### config.mk
export PLATFORM = sky130hd
export DESIGN_NAME = dp_sequencer
export DESIGN_NICKNAME = d
export VERILOG_FILES = /design/src/rtl/dp_sequencer.sv
export SDC_FILE = /design/constraint.sdc
export NUM_CORES = 1
export LEC_CHECK = 0
export ABC_CLOCK_PERIOD_IN_PS = 10600
export CAP_MARGIN = 5
export CORE_ASPECT_RATIO = 0.75
export CORE_MARGIN = 2
export CORE_UTILIZATION = 55
export CTS_BUF_LIST = sky130_fd_sc_hd__clkbuf_2 sky130_fd_sc_hd__clkbuf_4 sky130_fd_sc_hd__clkbuf_8
export DETAILED_ROUTE_END_ITERATION = 10
export PLACE_DENSITY = 0.87
export SLEW_MARGIN = 20
export SYNTH_ARGS = -nofsm -noshare
export SYNTH_HDL_FRONTEND = slang
export SYNTH_SLANG_ARGS = --single-unit
### constraint.sdc
create_clock -name i_CLK -period 10.6 [get_ports i_CLK]
set_input_delay 2.12 -clock i_CLK [delete_from_list [all_inputs] [get_ports i_CLK]]
set_output_delay 2.12 -clock i_CLK [all_outputs]
set_load 0.005 [all_outputs]
### src/rtl/dp_sequencer.sv
// Command sequencer for the register file + adder datapath: IDLE -> READ -> EXEC -> WB.
// Define SEQ_FLAGS_EN to add the o_CARRY/o_ZERO flag outputs.
module dp_sequencer #(
   parameter int unsigned DATA_W = 32,
   parameter int unsigned ADDR_W = 5
) (
   input  logic              i_CLK,
   input  logic              i_RST,
   input  logic              i_CMD_VALID,
   output logic              o_CMD_READY,
   input  logic [1:0]        i_CMD_OP,
   input  logic [ADDR_W-1:0] i_CMD_RD,
   input  logic [ADDR_W-1:0] i_CMD_RS0,
   input  logic [ADDR_W-1:0] i_CMD_RS1,
   input  logic [DATA_W-1:0] i_CMD_IMM,
   output logic [ADDR_W-1:0] o_R0,
   output logic [ADDR_W-1:0] o_R1,
   input  logic [DATA_W-1:0] i_Q0,
   input  logic [DATA_W-1:0] i_Q1,
   output logic              o_WE,
   output logic [ADDR_W-1:0] o_S,
   output logic [DATA_W-1:0] o_D,
   output logic              o_DONE,
`ifdef SEQ_FLAGS_EN
   output logic              o_CARRY,
   output logic              o_ZERO,
`endif
   output logic [DATA_W-1:0] o_RESULT
);

   localparam logic [1:0] OP_ADD = 2'b00;
   localparam logic [1:0] OP_SUB = 2'b01;
   localparam logic [1:0] OP_LDI = 2'b10;

   typedef enum logic [1:0] {
      ST_IDLE = 2'd0,
      ST_READ = 2'd1,
      ST_EXEC = 2'd2,
      ST_WB   = 2'd3
   } state_t;

   state_t              state;
   logic [1:0]          op_q;
   logic [ADDR_W-1:0]   rd_q;
   logic [DATA_W-1:0]   a_q;
   logic [DATA_W-1:0]   b_q;
   logic [DATA_W-1:0]   alu_res;

   // Modulo-2^DATA_W ALU on the captured operands; MOV passes A through.
   always_comb begin
      alu_res = a_q;
      case (op_q)
         OP_ADD:  alu_res = a_q + b_q;
         OP_SUB:  alu_res = a_q - b_q;
         default: alu_res = a_q;
      endcase
   end

`ifdef SEQ_FLAGS_EN
   logic alu_carry;

   // ADD overflowed iff the wrapped sum is below A; SUB reports not-borrow.
   always_comb begin
      alu_carry = 1'b0;
      if (op_q == OP_ADD) begin
         alu_carry = (alu_res < a_q);
      end else if (op_q == OP_SUB) begin
         alu_carry = (a_q >= b_q);
      end
   end
`endif

   always_ff @(posedge i_CLK) begin
      if (i_RST) begin
         state       <= ST_IDLE;
         o_CMD_READY <= 1'b1;
         o_WE        <= 1'b0;
         o_DONE      <= 1'b0;
         o_S         <= '0;
         o_D         <= '0;
         o_R0        <= '0;
         o_R1        <= '0;
         o_RESULT    <= '0;
         op_q        <= '0;
         rd_q        <= '0;
         a_q         <= '0;
         b_q         <= '0;
`ifdef SEQ_FLAGS_EN
         o_CARRY     <= 1'b0;
         o_ZERO      <= 1'b0;
`endif
      end else begin
         case (state)
            ST_IDLE: begin
               if (i_CMD_VALID && o_CMD_READY) begin
                  o_CMD_READY <= 1'b0;
                  op_q        <= i_CMD_OP;
                  rd_q        <= i_CMD_RD;
                  if (i_CMD_OP == OP_LDI) begin
                     // Immediate needs no operands: go straight to write-back.
                     state  <= ST_WB;
                     o_WE   <= 1'b1;
                     o_DONE <= 1'b1;
                     o_S    <= i_CMD_RD;
                     o_D    <= i_CMD_IMM;
                  end else begin
                     state <= ST_READ;
                     o_R0  <= i_CMD_RS0;
                     o_R1  <= i_CMD_RS1;
                  end
               end
            end
            ST_READ: begin
               a_q   <= i_Q0;
               b_q   <= i_Q1;
               state <= ST_EXEC;
            end
            ST_EXEC: begin
               o_WE   <= 1'b1;
               o_DONE <= 1'b1;
               o_S    <= rd_q;
               o_D    <= alu_res;
`ifdef SEQ_FLAGS_EN
               o_CARRY <= alu_carry;
               o_ZERO  <= (alu_res == '0);
`endif
               state  <= ST_WB;
            end
            ST_WB: begin
               o_WE        <= 1'b0;
               o_DONE      <= 1'b0;
               o_RESULT    <= o_D;
               o_CMD_READY <= 1'b1;
               state       <= ST_IDLE;
            end
            default: state <= ST_IDLE;
         endcase
      end
   end

endmodule

==> results.md, run 1 <==
* Outcome: finished, final reports clean
* Insertion delay to the later sink of the worst-skew pair at 0.47 ns
* CP Data Required Time at 10.97 ns
* 1st-iter DRT viols at 549
* PwrDens at ~280 mW/mm²
* Die Ht at 111 µm
* Largest net degree at the start of global routing at 79
* Mux contribution to synthesized area at roughly 14%
* Critical Path, Cell by Cell: clkdlybuf4s50_1 -> and3_1 -> nand2_1 -> nand2_1 -> buf_4 -> nand2_1 -> or4_1 -> and3_1
* Met1 usage at around 37%
* Critical path's largest stage delay at ~0.53 ns
* Row count at 39
* Grt peak-use layer: met2
* Max frequency at ~0.21 GHz
* Tcrit/Tclk final at between 40 and 50%
* Routability cong. at around 0.95
* Setup bufs post-CTS at 0
* CTS tree: yes
* Distinct cells, synth at 71
* Fin Setup TNS at 0 ns
* GR Util met3 at under 10%
* Area Growth Syn to Fin at 29.2%
* Share of cells above drive strength 1 at under 10%
* Synth Flop Type: dfxtp_1
* Pleak at 4.08 nW
* Maximum VDD drop at between 0.1 and 0.15 mV
* Worst Setup Path Type: primary input to flip-flop
* Drt via density at 5.78
* Diode count at 0
* Mapped Area at approximately 0.0084 mm²
* Final Setup Violations at 0
* Util after Layout at slightly above 70%
* Clock Sink Count at between 150 and 200
* Worst Skew at around 0.0099 ns
* Max H-tree Level at 4
* Fin nets at approximately 1300
* Pre-Repair DR Iteration Count at 6
* Post-Synth Simple-Gate Area at between 10% and 20%
* DRC Markers at 0
* Most used cell, CP: nand2_1
* CTS hold repair buffers at 0
* Final Hold Fails at 0
* Post-synthesis compound-gate area fraction at 15.6%
* Largest family of logic cells by synthesized area: simple AND/OR/NAND/NOR gates
* Vias in the first global route at between 7000 and 8000
* Asr flop ratio synth at 0%
* Switching part of the total power at approximately 45%
* First-pass GRT wire length at about 37000 µm
* CP Capture Type: flip-flop
* Synth Register Bits at approximately 150
* Drt wl/cell at between 15 and 20 µm
* Core Area at about 0.015 mm²
* I/O Buffers at ~200
* Final Routed Wirelength at between 20000 and 25000 µm
* Synth Area in XOR/XNOR at under 10%
* Hold crit path type: flip-flop to flip-flop
* Crit-path leading delay family: simple AND/OR/NAND/NOR gates
* Minimum clock period at roughly 4.7 ns
* Worst path buffer plus inverter count at 2
* Hold path start: rd_q[1]$_SDFFE_PP0P_
* Antenna viol nets, final at 0
* Slew HR at roughly a quarter
* Cells after synthesis at approximately 1000
* Int Pwr at between 0.0015 and 0.002 W
* Initial antenna violation count at 0
* Detailed-route via count at approximately 8000
* Ys Warns at 0
* Post-synth EDFFs at 0
* Max Cap Viol at 0
* CTS root buf: clkbuf_8
* CTS clk-pin slew, worst paths at ~0.090 ns
* Worst r2r src: b_q[6]$_SDFFE_PP0N_
* Top-Level Pins at 198
* TritonCTS Buffers at 17
* Total GRT Usage at 27.9%
* Worst slew pin tran at 1.11 ns
* Startpoint types: primary input
* Met2 usage at 44.9%
* Clk buf depth at 2
* Reg power frac at between 20% and 30%
* CP max FO at 29
* Total gr overflow at 0
* Post-cts sizing count at 0
* RSZ-0062 raised after global routing: false
* Syn avg cell area at ~8.5 µm²
* Power share of the clock group at ~15%
* Seq/Total Area, Yosys at ~37%
* Switch Pwr at 0.00136 W
* Arr. time, crit path at around 5.0 ns
* Initial core utilization at 55.7%
* Die W at between 100 and 150 µm
* Post-Syn Nets at around 1100
* Hpwl dp at 16900 µm
* Comb power frac at roughly three fifths
* Crit path launch: i_CMD_VALID
* Post-Synth Adder-Cell Area at 5.58%
* Crit-path slowest cell: clkdlybuf4s50_1
* Die Area at roughly 0.016 mm²
* Max-slew violation count at 0
[state kept, by name (all words and copies together), names as in the netlist, 5 cells and up]
register / flops
a_q: 32
b_q: 32
o_D: 32
o_RESULT: 32
o_R0: 5
o_R1: 5
o_S: 5
rd_q: 5
[through the flow]
step | area, µm² | cells | setup WS (ns) | hold slack, ns | power, W
global placement | 10500 | 1339 | 5.60 | 0.442 | 0.00252
floorplan | 8430 | 986 | 6.82 | 0.436 | 0.00212
detailed placement | 10500 | 1339 | 5.46 | 0.451 | 0.00256
finish | 10900 | 1371 | 5.94 | 0.465 | 0.00305
CTS | 10900 | 1371 | 5.97 | 0.464 | 0.00303
global route | 10900 | 1371 | 5.75 | 0.491 | 0.00326
[per-layer routing]
layer  vias to the layer above  routed length, µm
met4                         0                547
met3                        49               1770
met1                      3722              10100
met5                         -                  0
li1                       3820                  -
met2                       328              10800
[worst reg2reg max path: stages (launching register included)]
cell and delay [ns]:
dfxtp_1 0.40, or4_2 0.72, nor3_1 0.35, nand2_1 0.17
o21ai_0 0.24, xor2_1 0.17, ha_1 0.30, a21oi_1 0.21
inv_1 0.08, or3_1 0.37, a22o_1 0.24, a31oi_1 0.27
a21oi_1 0.19, a211oi_2 0.25, o21bai_1 0.09, a311oi_1 0.26
[cells by family after synthesis]
| family | after synthesis |
|---|---|
| DFF | 154 |
| adders and majority gates | 37 |
| and+or+nand+nor | 355 |
| muxes | 118 |
| AOI/OAI and AO/OA | 200 |
| buffers and inverters | 69 |
| xor gates and xnor gates | 53 |
[power groups by stage]
stage	Clock [W]	Combinational (W)	Sequential, W
finish	0.000452	0.00181	0.000788
global route	0.000485	0.00197	0.000799
CTS	0.000458	0.00178	0.000786
detailed placement	0	0.00176	0.000798
global placement	0	0.00172	0.000795
floorplan	0	0.00135	0.000767
[path summary, 6_finish.rpt]
check | end | slack (ns) | depth (start not counted)
setup reg to reg | o_D[31]$_SDFFE_PP0P_ | 6.22 | 15
setup / recovery | o_D[21]$_SDFFE_PP0P_ | 5.94 | 8
hold reg to reg | rd_q[1]$_SDFFE_PP0P_ | 0.47 | 2
hold / removal | rd_q[1]$_SDFFE_PP0P_ | 0.47 | 2
[cells in the mapped netlist, drive strengths merged (5+ instances only)]
cell type	instances	area share [%]
a211oi	12	1.2
a21o	13	1.2
a21oi	67	4.0
a31oi	5	0.37
and3	6	0.45
buf	16	0.82
clkbuf	39	1.9
dfxtp	154	37
ha	36	5.3
inv	14	0.62
mux2i	118	14
nand2	86	3.8
nand2b	7	0.52
nand3	11	0.80
nand3b	9	0.95
nor2	169	7.6
nor2b	11	0.85
nor3	23	1.4
nor4	8	0.85
o211ai	29	2.6
o21ai	33	2.0
o31ai	6	0.53
xnor2	25	2.6
xor2	28	2.9
[layout make-up]
cell class                      count  area (µm²)
Fill cell                        1185        4240
Timing Repair Buffer              203        2010
Tap cell                          205         256
Sequential cell                   154        3080
Inverter                           14        52.6
Clock inverter                     13         144
Multi-Input combinational cell    763        5090
Clock buffer                       19         249
[placed cells by master (no fill, tap or decap), drive strengths merged, types with 6 or more instances in the layout]
cell type,instances
clkdlybuf4s50,196
nor2,169
dfxtp,154
mux2i,118
nand2,86
a21oi,67
ha,36
o21ai,33
o211ai,29
xor2,28
xnor2,25
nor3,23
clkbuf,19
inv,17
a21o,13
a211oi,12
nand3,11
nor2b,11
nand3b,9
nor4,8
nand2b,7
buf,7
and3,6
o31ai,6
No activity file was read; power rests on OpenSTA's default activity.
==> inputs of run 2 (changes only) <==
--- a/config.mk
+++ b/config.mk
@@ -5,14 +5,14 @@
 export SDC_FILE = /design/constraint.sdc
 export NUM_CORES = 1
 export LEC_CHECK = 0
-export ABC_CLOCK_PERIOD_IN_PS = 10600
+export ABC_CLOCK_PERIOD_IN_PS = 4700
 export CAP_MARGIN = 5
 export CORE_ASPECT_RATIO = 0.75
 export CORE_MARGIN = 2
-export CORE_UTILIZATION = 55
+export CORE_UTILIZATION = 52
 export CTS_BUF_LIST = sky130_fd_sc_hd__clkbuf_2 sky130_fd_sc_hd__clkbuf_4 sky130_fd_sc_hd__clkbuf_8
 export DETAILED_ROUTE_END_ITERATION = 10
-export PLACE_DENSITY = 0.87
+export PLACE_DENSITY = 0.83
 export SLEW_MARGIN = 20
 export SYNTH_ARGS = -nofsm -noshare
 export SYNTH_HDL_FRONTEND = slang
==> constraint.sdc (replaced) <==
create_clock -name i_CLK -period 4.7 [get_ports i_CLK]
set_input_delay 0.94 -clock i_CLK [delete_from_list [all_inputs] [get_ports i_CLK]]
set_output_delay 0.94 -clock i_CLK [all_outputs]
set_load 0.005 [all_outputs]
==> run 2 against run 1 <==
Final cell count is 0.66% higher. Flip-flop and latch count stayed put. Setup slack worse by 5.5 ns. Critical path type is now flip-flop to flip-flop.
==> results.md, run 2 (synthesis gave the netlist of run 1 again) <==
* Setup bufs post-CTS at 0 (unchanged)
* FF/Latch Area at 0.00308 mm² (unchanged)
* Fin Setup TNS at 0 ns (unchanged)
* CP max FO at 7 (-76%)
* Routability cong. at 0.897 (-5.2%)
* Worst r2r src: b_q[6]$_SDFFE_PP0N_
* Initial antenna violation count at 0 (unchanged)
* FF-to-FF setup slack at 0.44 ns (-5.78 ns)
* PwrDens at 627 mW/mm² (+120%)
* Top-Level Pins at 198 (unchanged)
* Tcrit/Tclk final at approximately nine tenths
* CTS clk-pin slew, worst paths at 0.09 ns (about the same)
* Reg power frac at 25.8% (about the same)
* Post-cts sizing count at 0 (unchanged)
* CP Data Required Time at 5.09 ns (-5.88 ns)
* Switching part of the total power at 44.8% (+0.14 points)
* Max-slew violation count at 0 (unchanged)
* DRC Markers at 0 (unchanged)
* Fillers at 1306 (+10%)
* Hold path cells at 2 (unchanged)
* Power share of the clock group at 14.6% (-0.2 points)
* CTS tree: yes
* Worst slew pin tran at 1.05 ns (-0.0554 ns)
* 1st-iter DRT viols at 565 (+2.9%)
* Pre-Repair DR Iteration Count at 7 (+1)
* Outcome: finished, final reports clean
* Most frequent cells in the layout: clkdlybuf4s50_1 (196), nor2_1 (168), dfxtp_1 (153), mux2i_1 (118), nand2_1 (86)
* CTS hold repair buffers at 0 (unchanged)
* CP Capture Type: flip-flop
* Hpwl dp at 16900 µm (about the same)
* DP Area at 0.0105 mm² (+0.27%)
* Comb power frac at 59.6% (+0.3 points)
* Worst flop-to-flop path endpoint: o_D[31]$_SDFFE_PP0P_
* Total GRT Usage at 26.5% (-1.4 points)
* Share of cells above drive strength 1 at 5.64% (+0.24 points)
* Drt wl/cell at 16.6 µm (-2.2%)
* Max H-tree Level at 4 (unchanged)
* Int Pwr at 0.00379 W (+120%)
* Initial core utilization at 53.0% (-2.8 points)
* Final Hold Fails at 0 (unchanged)
* Minimum clock period at 4.26 ns
* Pleak at 4.10 nW (+0.54%)
* Fin nets at 1310 (+0.31%)
* Drt via density at 5.60 (-3.0%)
* Row count at 40 (+2.6%)
* Diode count at 0 (unchanged)
* Hold EP: rd_q[3]$_SDFFE_PP0P_
* Slew HR at 29.7% (+3.7 points)
* Most used cell, CP: a21oi_1
* Hold path start: rd_q[3]$_SDFFE_PP0P_
* First-pass GRT wire length at 36000 µm (-3.1%)
* Crit-path leading delay family: compound AO/OA/AOI/OAI gates
* Crit-path slowest cell: or4_2
* Die Ht at 114 µm (+2.7%)
* Max frequency at 0.235 GHz
* RSZ-0062 raised after global routing: false
* Core Area at 0.0159 mm² (+5.2%)
* Largest net degree at the start of global routing at 72 (-8.9%)
* Max Cap Viol at 0 (unchanged)
* Area Growth Syn to Fin at 29.7%
* Startpoint types: flip-flop
* I/O Buffers at 197 (unchanged)
* Design Area, Final at 0.0109 mm² (+0.43%)
* Switch Pwr at 0.00307 W (+130%)
* Clk buf depth at 2 (unchanged)
* Maximum VDD drop at 0.264 mV (+99%)
* TritonCTS Buffers at 17 (unchanged)
* Arr. time, crit path at 4.65 ns (-0.38 ns)
* Insertion delay to the later sink of the worst-skew pair at 0.48 ns (about the same)
* Critical Path, Cell by Cell: or4_2 -> nor3_1 -> nand2_1 -> o21ai_0 -> xor2_1 -> ha_1 -> a21oi_1 -> inv_1 -> or3_1 -> a22o_1 -> a31oi_1 -> a21oi_1 -> a211oi_2 -> o21bai_1 -> a311oi_1
* Total gr overflow at 0 (unchanged)
* Worst Setup Path Type: flip-flop to flip-flop
* Vias in the first global route at 7194 (-2.6%)
* Critical path's largest stage delay at 0.70 ns (+0.17 ns)
* Antenna viol nets, final at 0 (unchanged)
* Die Area at 0.0173 mm² (+5.6%)
* Worst path buffer plus inverter count at 1 (-1)
* Most common cell after layout, fill and taps aside: clkdlybuf4s50_1
* Detailed-route via count at 7734 (-2.3%)
* Final Setup Violations at 0 (unchanged)
* Hold crit path type: flip-flop to flip-flop
* Final Routed Wirelength at 22900 µm (-1.5%)
* Area of the multi-input gates at 0.00508 mm² (about the same)
* FF-to-FF path depth at 15 (unchanged)
* Worst Skew at 0.0168 ns (+0.00692 ns)
* Clock Sink Count at 154 (unchanged)
* CTS root buf: clkbuf_8
* Die W at 151 µm (+2.8%)
-- run 2: cell count changes in the layout (fill, tap and decap cells not counted), sizes merged --
cell / delta
buf: +4
inv: +3
bufinv: -1
clkbuf: -1
clkinv: -1
-- run 2: layout make-up --
class / count / share of cell area, %
Clock inverter: 14 / 1.26
Sequential cell: 154 / 28.2
Timing Repair Buffer: 207 / 18.9
Clock buffer: 18 / 2.27
Multi-Input combinational cell: 763 / 46.5
Inverter: 14 / 0.481
Tap cell: 210 / 2.40
-- run 2: worst max-delay path by stage --
stage | end | cells after the start | slack [ns] | startpoint
global placement | o_D[31]$_SDFFE_PP0P_ | 15 | 0.60 | b_q[6]$_SDFFE_PP0N_
finish | o_D[31]$_SDFFE_PP0P_ | 15 | 0.44 | b_q[6]$_SDFFE_PP0N_
detailed placement | o_D[31]$_SDFFE_PP0P_ | 15 | 0.53 | b_q[6]$_SDFFE_PP0N_
CTS | o_D[31]$_SDFFE_PP0P_ | 15 | 0.51 | b_q[6]$_SDFFE_PP0N_
global route | o_D[31]$_SDFFE_PP0P_ | 15 | 0.11 | b_q[6]$_SDFFE_PP0N_
floorplan | o_D[31]$_SDFFE_PP0P_ | 15 | 0.92 | b_q[6]$_SDFFE_PP0N_
-- run 2: layer usage --
metal	vias up	wire length (µm)	global-route usage, %
met4	0	490	8.66
met2	288	10400	42.5
met1	3583	10200	35.2
met5	-	0	0
li1	3828	-	-
met3	35	1850	6.49
-- run 2: power by group through the flow --
| stage | registers, W | clock network (W) | logic (W) |
|---|---|---|---|
| 3_5_place_dp | 0.00180 | 0 | 0.00400 |
| 2_1_floorplan | 0.00173 | 0 | 0.00305 |
| 3_3_place_gp | 0.00179 | 0 | 0.00394 |
| 5_1_grt | 0.00180 | 0.00108 | 0.00449 |
| 4_1_cts | 0.00177 | 0.00101 | 0.00404 |
| 6_report | 0.00177 | 0.00100 | 0.00408 |
-- run 2: metrics by stage --
stage | util, % | hold slack [ns] | setup WS, ns | power [W] | instances
after global placement | 66.1 | 0.443 | 0.598 | 0.00573 | 1347
after detailed placement | 66.1 | 0.446 | 0.534 | 0.00579 | 1347
after floorplan | - | 0.436 | 0.919 | 0.00478 | 986
final | 68.7 | 0.461 | 0.443 | 0.00685 | 1380
after CTS | 68.5 | 0.459 | 0.508 | 0.00682 | 1379
after global routing | 68.7 | 0.472 | 0.113 | 0.00736 | 1380
-- run 2: worst register-to-register path, delay by kind of cell, from the launching register on --
| kind | cells | cell delay [ns] |
|---|---|---|
| AND/OR/NAND/NOR | 4 | 1.52 |
| buffers and inverters | 1 | 0.07 |
| adder cells (fa/ha/maj) | 1 | 0.30 |
| XOR/XNOR | 1 | 0.17 |
| flip-flops | 1 | 0.39 |
| AO/OA/AOI/OAI | 8 | 1.73 |
